## src/rtl/seq_frac_divider_pkg.sv

```systemverilog
// Purpose: shared types and sizing helpers for the sequential fractional divider.
// Latency: n/a (declarations only).
// Backpressure: n/a.
//
// Contents:
//   state_t      - controller states IDLE / RUN / DONE
//   count_width  - bits needed to hold an iteration count of 0..W+F
package seq_frac_divider_pkg;

    typedef enum logic [1:0] {
        IDLE = 2'd0,
        RUN  = 2'd1,
        DONE = 2'd2
    } state_t;

    // Sized for W+F+1 values so the optional guard iteration (count starts at N) also fits.
    function automatic int count_width(input int w, input int f);
        return $clog2(w + f + 1);
    endfunction

endpackage

```

## src/rtl/frac_div_step.sv

```systemverilog
// Purpose: one combinational radix-2 restoring division step.
// Latency: combinational, zero cycles.
// Backpressure: none; pure function of its inputs.
//
// Ports:
//   partial_in  [W:0]  partial remainder before this step
//   b           [W-1:0] divisor
//   bit_in              next dividend bit shifted into the partial remainder
//   partial_out [W:0]  partial remainder after this step
//   qbit                quotient bit produced by this step
module frac_div_step #(
    parameter int W = 8
) (
    input  logic [W:0]   partial_in,
    input  logic [W-1:0] b,
    input  logic         bit_in,
    output logic [W:0]   partial_out,
    output logic         qbit
);

    // The partial remainder is always below b, so its MSB is zero and the
    // shifted value fits in W+1 bits; the extra top bit carries the trial sign.
    logic [W+1:0] shifted;
    logic [W+1:0] trial;

    assign shifted = {partial_in, bit_in};
    assign trial   = shifted - {2'b00, b};

    always_comb begin
        partial_out = shifted[W:0];
        qbit        = 1'b0;
        if (!trial[W+1]) begin
            partial_out = trial[W:0];
            qbit        = 1'b1;
        end
    end

endmodule

```

## src/rtl/seq_frac_divider.sv

```systemverilog
// Purpose: iterative unsigned divider, a / b -> W.F fixed-point quotient plus remainder.
// Latency: W+F cycles from accept to out_valid (W+F+1 with rounding); 1 cycle when b==0.
// Backpressure: result held while out_valid && !out_ready; no new accept until result taken.
//
// Ports:
//   clk, rst               clock, synchronous active-high reset
//   in_valid/in_ready, a, b  operand handshake (in_ready high only when idle)
//   out_valid/out_ready      result handshake
//   quotient [W+F-1:0]       floor(a*2^F / b), or rounded half-up when SEQ_FRAC_DIV_ROUND_EN
//   remainder [W-1:0]        (a*2^F) mod b
//   div_by_zero              b was zero: quotient all ones, remainder = a
//
// Build option: define SEQ_FRAC_DIV_ROUND_EN to add one guard iteration and round half up.
module seq_frac_divider
    import seq_frac_divider_pkg::*;
#(
    parameter int W = 8,
    parameter int F = 4
) (
    input  logic           clk,
    input  logic           rst,
    input  logic           in_valid,
    output logic           in_ready,
    input  logic [W-1:0]   a,
    input  logic [W-1:0]   b,
    output logic           out_valid,
    input  logic           out_ready,
    output logic [W+F-1:0] quotient,
    output logic [W-1:0]   remainder,
    output logic           div_by_zero
);

    localparam int N  = W + F;
    localparam int CW = count_width(W, F);
`ifdef SEQ_FRAC_DIV_ROUND_EN
    localparam int ITERS = N + 1;
`else
    localparam int ITERS = N;
`endif
    localparam logic [CW-1:0] CNT_START = CW'(ITERS - 1);

    state_t          state;
    logic [CW-1:0]   count;
    logic [W-1:0]    dvd_sh;   // dividend bits, MSB first; zeros fill in for the fraction
    logic [W-1:0]    b_r;
    logic [W:0]      partial;
    logic [N-1:0]    quo;
`ifdef SEQ_FRAC_DIV_ROUND_EN
    logic [W-1:0]    rem_shadow; // remainder after the last real iteration, before the guard
`endif

    logic [W:0]      step_partial;
    logic            step_qbit;

    frac_div_step #(.W(W)) u_step (
        .partial_in  (partial),
        .b           (b_r),
        .bit_in      (dvd_sh[W-1]),
        .partial_out (step_partial),
        .qbit        (step_qbit)
    );

    always_ff @(posedge clk) begin
        if (rst) begin
            state       <= IDLE;
            in_ready    <= 1'b1;
            out_valid   <= 1'b0;
            quotient    <= '0;
            remainder   <= '0;
            div_by_zero <= 1'b0;
            count       <= '0;
            dvd_sh      <= '0;
            b_r         <= '0;
            partial     <= '0;
            quo         <= '0;
`ifdef SEQ_FRAC_DIV_ROUND_EN
            rem_shadow  <= '0;
`endif
        end else begin
            case (state)
                IDLE: begin
                    if (in_valid) begin
                        in_ready <= 1'b0;
                        if (b == '0) begin
                            // No iterations: result is defined directly.
                            state       <= DONE;
                            out_valid   <= 1'b1;
                            quotient    <= '1;
                            remainder   <= a;
                            div_by_zero <= 1'b1;
                        end else begin
                            state   <= RUN;
                            dvd_sh  <= a;
                            b_r     <= b;
                            partial <= '0;
                            quo     <= '0;
                            count   <= CNT_START;
                        end
                    end
                end

                RUN: begin
                    dvd_sh  <= dvd_sh << 1;
                    partial <= step_partial;
                    count   <= count - CW'(1);
`ifdef SEQ_FRAC_DIV_ROUND_EN
                    // The final (count==0) step is the guard: its qbit rounds, it is not a quotient bit.
                    if (count != '0) begin
                        quo <= (quo << 1) | N'(step_qbit);
                    end
                    if (count == CW'(1)) begin
                        rem_shadow <= step_partial[W-1:0];
                    end
                    if (count == '0) begin
                        state       <= DONE;
                        out_valid   <= 1'b1;
                        quotient    <= quo + N'(step_qbit);
                        remainder   <= rem_shadow;
                        div_by_zero <= 1'b0;
                    end
`else
                    quo <= (quo << 1) | N'(step_qbit);
                    if (count == '0) begin
                        state       <= DONE;
                        out_valid   <= 1'b1;
                        quotient    <= (quo << 1) | N'(step_qbit);
                        remainder   <= step_partial[W-1:0];
                        div_by_zero <= 1'b0;
                    end
`endif
                end

                DONE: begin
                    // Output registers keep the result after the handshake until the next one lands.
                    if (out_ready) begin
                        state     <= IDLE;
                        out_valid <= 1'b0;
                        in_ready  <= 1'b1;
                    end
                end

                default: begin
                    state     <= IDLE;
                    out_valid <= 1'b0;
                    in_ready  <= 1'b1;
                end
            endcase
        end
    end

endmodule

```

## config.mk

```make
export PLATFORM = sky130hd
export DESIGN_NAME = seq_frac_divider
export DESIGN_NICKNAME = d
export VERILOG_FILES = /design/src/rtl/seq_frac_divider_pkg.sv /design/src/rtl/frac_div_step.sv /design/src/rtl/seq_frac_divider.sv
export SDC_FILE = /design/constraint.sdc
export NUM_CORES = 1
export LEC_CHECK = 0
export CORE_ASPECT_RATIO = 1.1
export CORE_MARGIN = 5
export CORE_UTILIZATION = 55
export DETAILED_ROUTE_END_ITERATION = 10
export PLACE_DENSITY = 0.8
export SETUP_SLACK_MARGIN = 0.4
export SLEW_MARGIN = 20
export SYNTH_ARGS = -nofsm -noshare
export SYNTH_HDL_FRONTEND = slang
export SYNTH_HIERARCHICAL = 1
export SYNTH_SLANG_ARGS = --single-unit
export TNS_END_PERCENT = 50
```

## constraint.sdc

```tcl
create_clock -name clk -period 9 [get_ports clk]
set_clock_uncertainty 0.2 [all_clocks]
set_input_delay 1.8 -clock clk [delete_from_list [all_inputs] [get_ports clk]]
set_output_delay 1.8 -clock clk [all_outputs]
set_load 0.1 [all_outputs]
```

==> load_flow_metrics.sql <==
INSERT INTO impl_metrics (metric_group, metric, value, unit) VALUES
('run_status', 'result_of_the_run', 'completed', ''),
('placed_design', 'post-dp-hpwl', '5060', 'um'),
('setup_path', 'end_kind', 'output port', ''),
('power_and_ir_drop', 'seq_power_share', '37.0', '%'),
('grt', 'grt_pass1_wl', '13100', 'um'),
('die', 'fp-row-count', '29', ''),
('power_and_ir_drop', 'vdd.ir_drop.worst', '0.142', 'mV'),
('layout', 'flow.area_growth_from_synthesis', '20.2', '%'),
('hold_path', 'timing.hold.worst.class', 'register to register', ''),
('clock_tree', 'cts_max_path_buffers', '2', ''),
('timing', 'setup_viol', '0', ''),
('hold_path', 'hold_depth', '2', ''),
('grt', 'antenna_found_initial', '0', ''),
('die', 'io_pins', '43', ''),
('timing', 'max_slew.worst_pin.slew', '0.980', 'ns'),
('timing', 'maxSlewHeadroom', '34.5', '%'),
('setup_path', 'timing.reg2reg.setup_slack', '5.66', 'ns'),
('timing', 'report.final.hold_viol_count', '0', ''),
('clock_tree', 'clock_latency', '0.34', 'ns'),
('grt', 'grt_util_all_layers', '21.2', '%'),
('job', 'cap_viol_max_count', '0', ''),
('timing', 'maxClockFrequency', '258', 'MHz'),
('placed_design', 'dp_worst_setup_slack', '4.86', 'ns'),
('layout', 'drive_gt1_share', '11.8', '%'),
('power_and_ir_drop', 'p_leak', '0.00142', 'uW'),
('layout', 'n_fill_cell', '455', ''),
('power_and_ir_drop', 'power.clock.fraction', '29.8', '%'),
('setup_path', 'required', '7.00', 'ns'),
('detailed_routing', 'via_per_inst', '6.00', ''),
('setup_path', 'criticalPathCategory', 'register to output port', ''),
('power_and_ir_drop', 'powerDensity', '227', 'nW/um2'),
('detailed_routing', 'via_count', '2797', ''),
('setup_path', 'regToRegEndpoint', 'remainder[6]', ''),
('logic_synthesis', 'synth-edff-count', '0', ''),
('power_and_ir_drop', 'power.switching_fraction', '37.2', '%'),
('hold_path', 'worstHoldEndpoint', 'remainder[1]', ''),
('setup_path', 'crit_path_max_incr_delay', '1.16', 'ns'),
('logic_synthesis', 'syn-num-nets', '383', ''),
('timing', 'rsz0062_at_grt', 'false', ''),
('power_and_ir_drop', 'power.internal', '557', 'uW'),
('layout', 'finalCoreUtilization', '67.6', '%'),
('detailed_routing', 'initial_drt_markers', '239', ''),
('logic_synthesis', 'ys_types', '48', ''),
('logic_synthesis', 'asyncSetResetFlopFracSynth', '0', '%'),
('detailed_routing', 'drc', '0', ''),
('layout', 'most_frequent_cells_in_the_layout', 'sky130_fd_sc_hd__dfxtp_1 (65), sky130_fd_sc_hd__a21oi_1 (48), sky130_fd_sc_hd__clkdlybuf4s50_1 (42)', ''),
('logic_synthesis', 'synth-seq-area-share', '40.1', '%'),
('logic_synthesis', 'synthFlopType', 'sky130_fd_sc_hd__dfxtp_1', ''),
('timing', 'finalWorstSetupSlack', '5.12', 'ns'),
('detailed_routing', 'drt-total-wl', '7590', 'um'),
('die', 'initial_utilization', '56.3', '%'),
('detailed_routing', 'post_detailed_route_count_of_antenna_violating_nets', '0', ''),
('clock_tree', 'clk_transition_reported_paths', '0.07', 'ns'),
('setup_path', 'worstReg2RegStart', 'b_r[3]', ''),
('clock_tree', 'numCtsBuffers', '9', ''),
('setup_path', 'critPathBufInv', '1', ''),
('die', 'die_w', '83.3', 'um'),
('setup_path', 'reg2reg_depth', '10', ''),
('layout', 'diodes', '0', ''),
('setup_path', 'critPathSlowestCell', 'sky130_fd_sc_hd__clkdlybuf4s50_1', ''),
('power_and_ir_drop', 'combinational_cell_fraction_of_total_power', '33.2', '%'),
('placed_design', 'routabilityCongestion', '0.816', ''),
('die', 'die-height', '90.6', 'um'),
('logic_synthesis', 'per_instance_average_area_after_synthesis', '9.22', 'um2'),
('clock_tree', 'post_cts_resize_count', '0', ''),
('setup_path', 'crit_arrival', '1.88', 'ns'),
('layout', 'finish.instance_area', '3900', 'um2'),
('timing', 'timing.final.max_slew_violations', '0', ''),
('setup_path', 'worst_setup_path_start_kind', 'register', ''),
('power_and_ir_drop', 'p_switching', '330', 'uW'),
('clock_tree', 'tritoncts_num_sinks', '65', '');
[how the worst max path moves through the flow]
stage,start,endpoint,depth (start not counted)
after floorplan,b[4],remainder[0],5
after global placement,b[4],state[0],5
after detailed placement,b[4],partial[5],5
after CTS,in_ready,in_ready,1
after global routing,b[0],partial[5],5
final,in_ready,in_ready,1
[stage by stage]
| stage | power (uW) | hold WS (ns) |
|---|---|---|
| after floorplan | 562 | 0.260 |
| after global placement | 622 | 0.246 |
| after detailed placement | 626 | 0.248 |
| after CTS | 891 | 0.265 |
| after global routing | 931 | 0.276 |
| final | 887 | 0.262 |
[cell families (layout without fill, tap and decap cells)]
family	count (synthesis)	after routing	synth area share, %
AO/OA/AOI/OAI	130	130	28.6
buffers and inverters	50	87	6.36
flip-flops	65	65	40.1
XOR/XNOR	7	7	1.89
adder cells (fa/ha/maj)	11	11	4.47
AND/OR/NAND/NOR	66	66	11.3
multiplexers	23	23	7.28
[worst min-delay path: stages, from the launching register on]
cell and delay [ns]:
sky130_fd_sc_hd__dfxtp_1 0.31, sky130_fd_sc_hd__inv_1 0.04, sky130_fd_sc_hd__a211oi_1 0.06
[power by group through the flow]
stage          Clock [uW]  Combinational, uW  Sequential [uW]
2_1_floorplan           0                146              416
3_3_place_gp            0                288              334
3_5_place_dp            0                292              334
4_1_cts               269                294              328
5_1_grt               284                316              331
6_report              265                295              328
[final cells by class]
cell class	count	area [um2]	area share (%)
sequential	65	1300	33.3
inverter	24	90.1	2.31
tap	77	96.3	2.47
clock inverter	5	62.6	1.60
timing repair buffer	47	458	11.7
clock buffer	11	151	3.88
multi-input combinational	237	1740	44.7
[routing by layer]
metal	part of all wire (%)	GRT usage, %	vias up
li1	-	-	1370
met1	45	26.7	1355
met2	49	34.8	60
met3	4.1	4.01	12
met4	1.5	9.81	0
met5	0	0	-
[synthesized netlist by cell type, types with 2 or more instances]
cell type | n | area share [%]
sky130_fd_sc_hd__a21oi_1 | 49 | 7.6
sky130_fd_sc_hd__nand2_1 | 8 | 0.92
sky130_fd_sc_hd__ha_1 | 10 | 3.9
sky130_fd_sc_hd__o221a_1 | 2 | 0.69
sky130_fd_sc_hd__a221oi_1 | 8 | 2.2
sky130_fd_sc_hd__nor2b_1 | 2 | 0.39
sky130_fd_sc_hd__xor2_1 | 2 | 0.54
sky130_fd_sc_hd__inv_1 | 24 | 2.8
sky130_fd_sc_hd__o21ai_0 | 9 | 1.4
sky130_fd_sc_hd__nor2_1 | 22 | 2.5
sky130_fd_sc_hd__xnor2_1 | 5 | 1.3
sky130_fd_sc_hd__o221a_2 | 12 | 4.2
sky130_fd_sc_hd__nand2b_1 | 7 | 1.3
sky130_fd_sc_hd__mux2_2 | 5 | 1.7
sky130_fd_sc_hd__nor3_1 | 7 | 1.1
sky130_fd_sc_hd__nand3_1 | 5 | 0.77
sky130_fd_sc_hd__o211ai_1 | 2 | 0.46
sky130_fd_sc_hd__buf_2 | 6 | 0.92
sky130_fd_sc_hd__dfxtp_1 | 65 | 40
sky130_fd_sc_hd__and2_1 | 8 | 1.5
sky130_fd_sc_hd__clkbuf_1 | 18 | 2.1
sky130_fd_sc_hd__a21o_1 | 2 | 0.46
sky130_fd_sc_hd__a211oi_1 | 30 | 6.9
sky130_fd_sc_hd__nor4_4 | 2 | 1.3
sky130_fd_sc_hd__mux2i_1 | 18 | 5.5
sky130_fd_sc_hd__a21boi_0 | 2 | 0.46
[flip-flops by register name, indices dropped and copies added, names as in the netlist]
name,cells
b_r,8
count,4
div_by_zero,1
dvd_sh,8
in_ready,1
out_valid,1
partial,9
quo,11
quotient,12
remainder,8
state,2
Power figures use the tool's default switching activity.
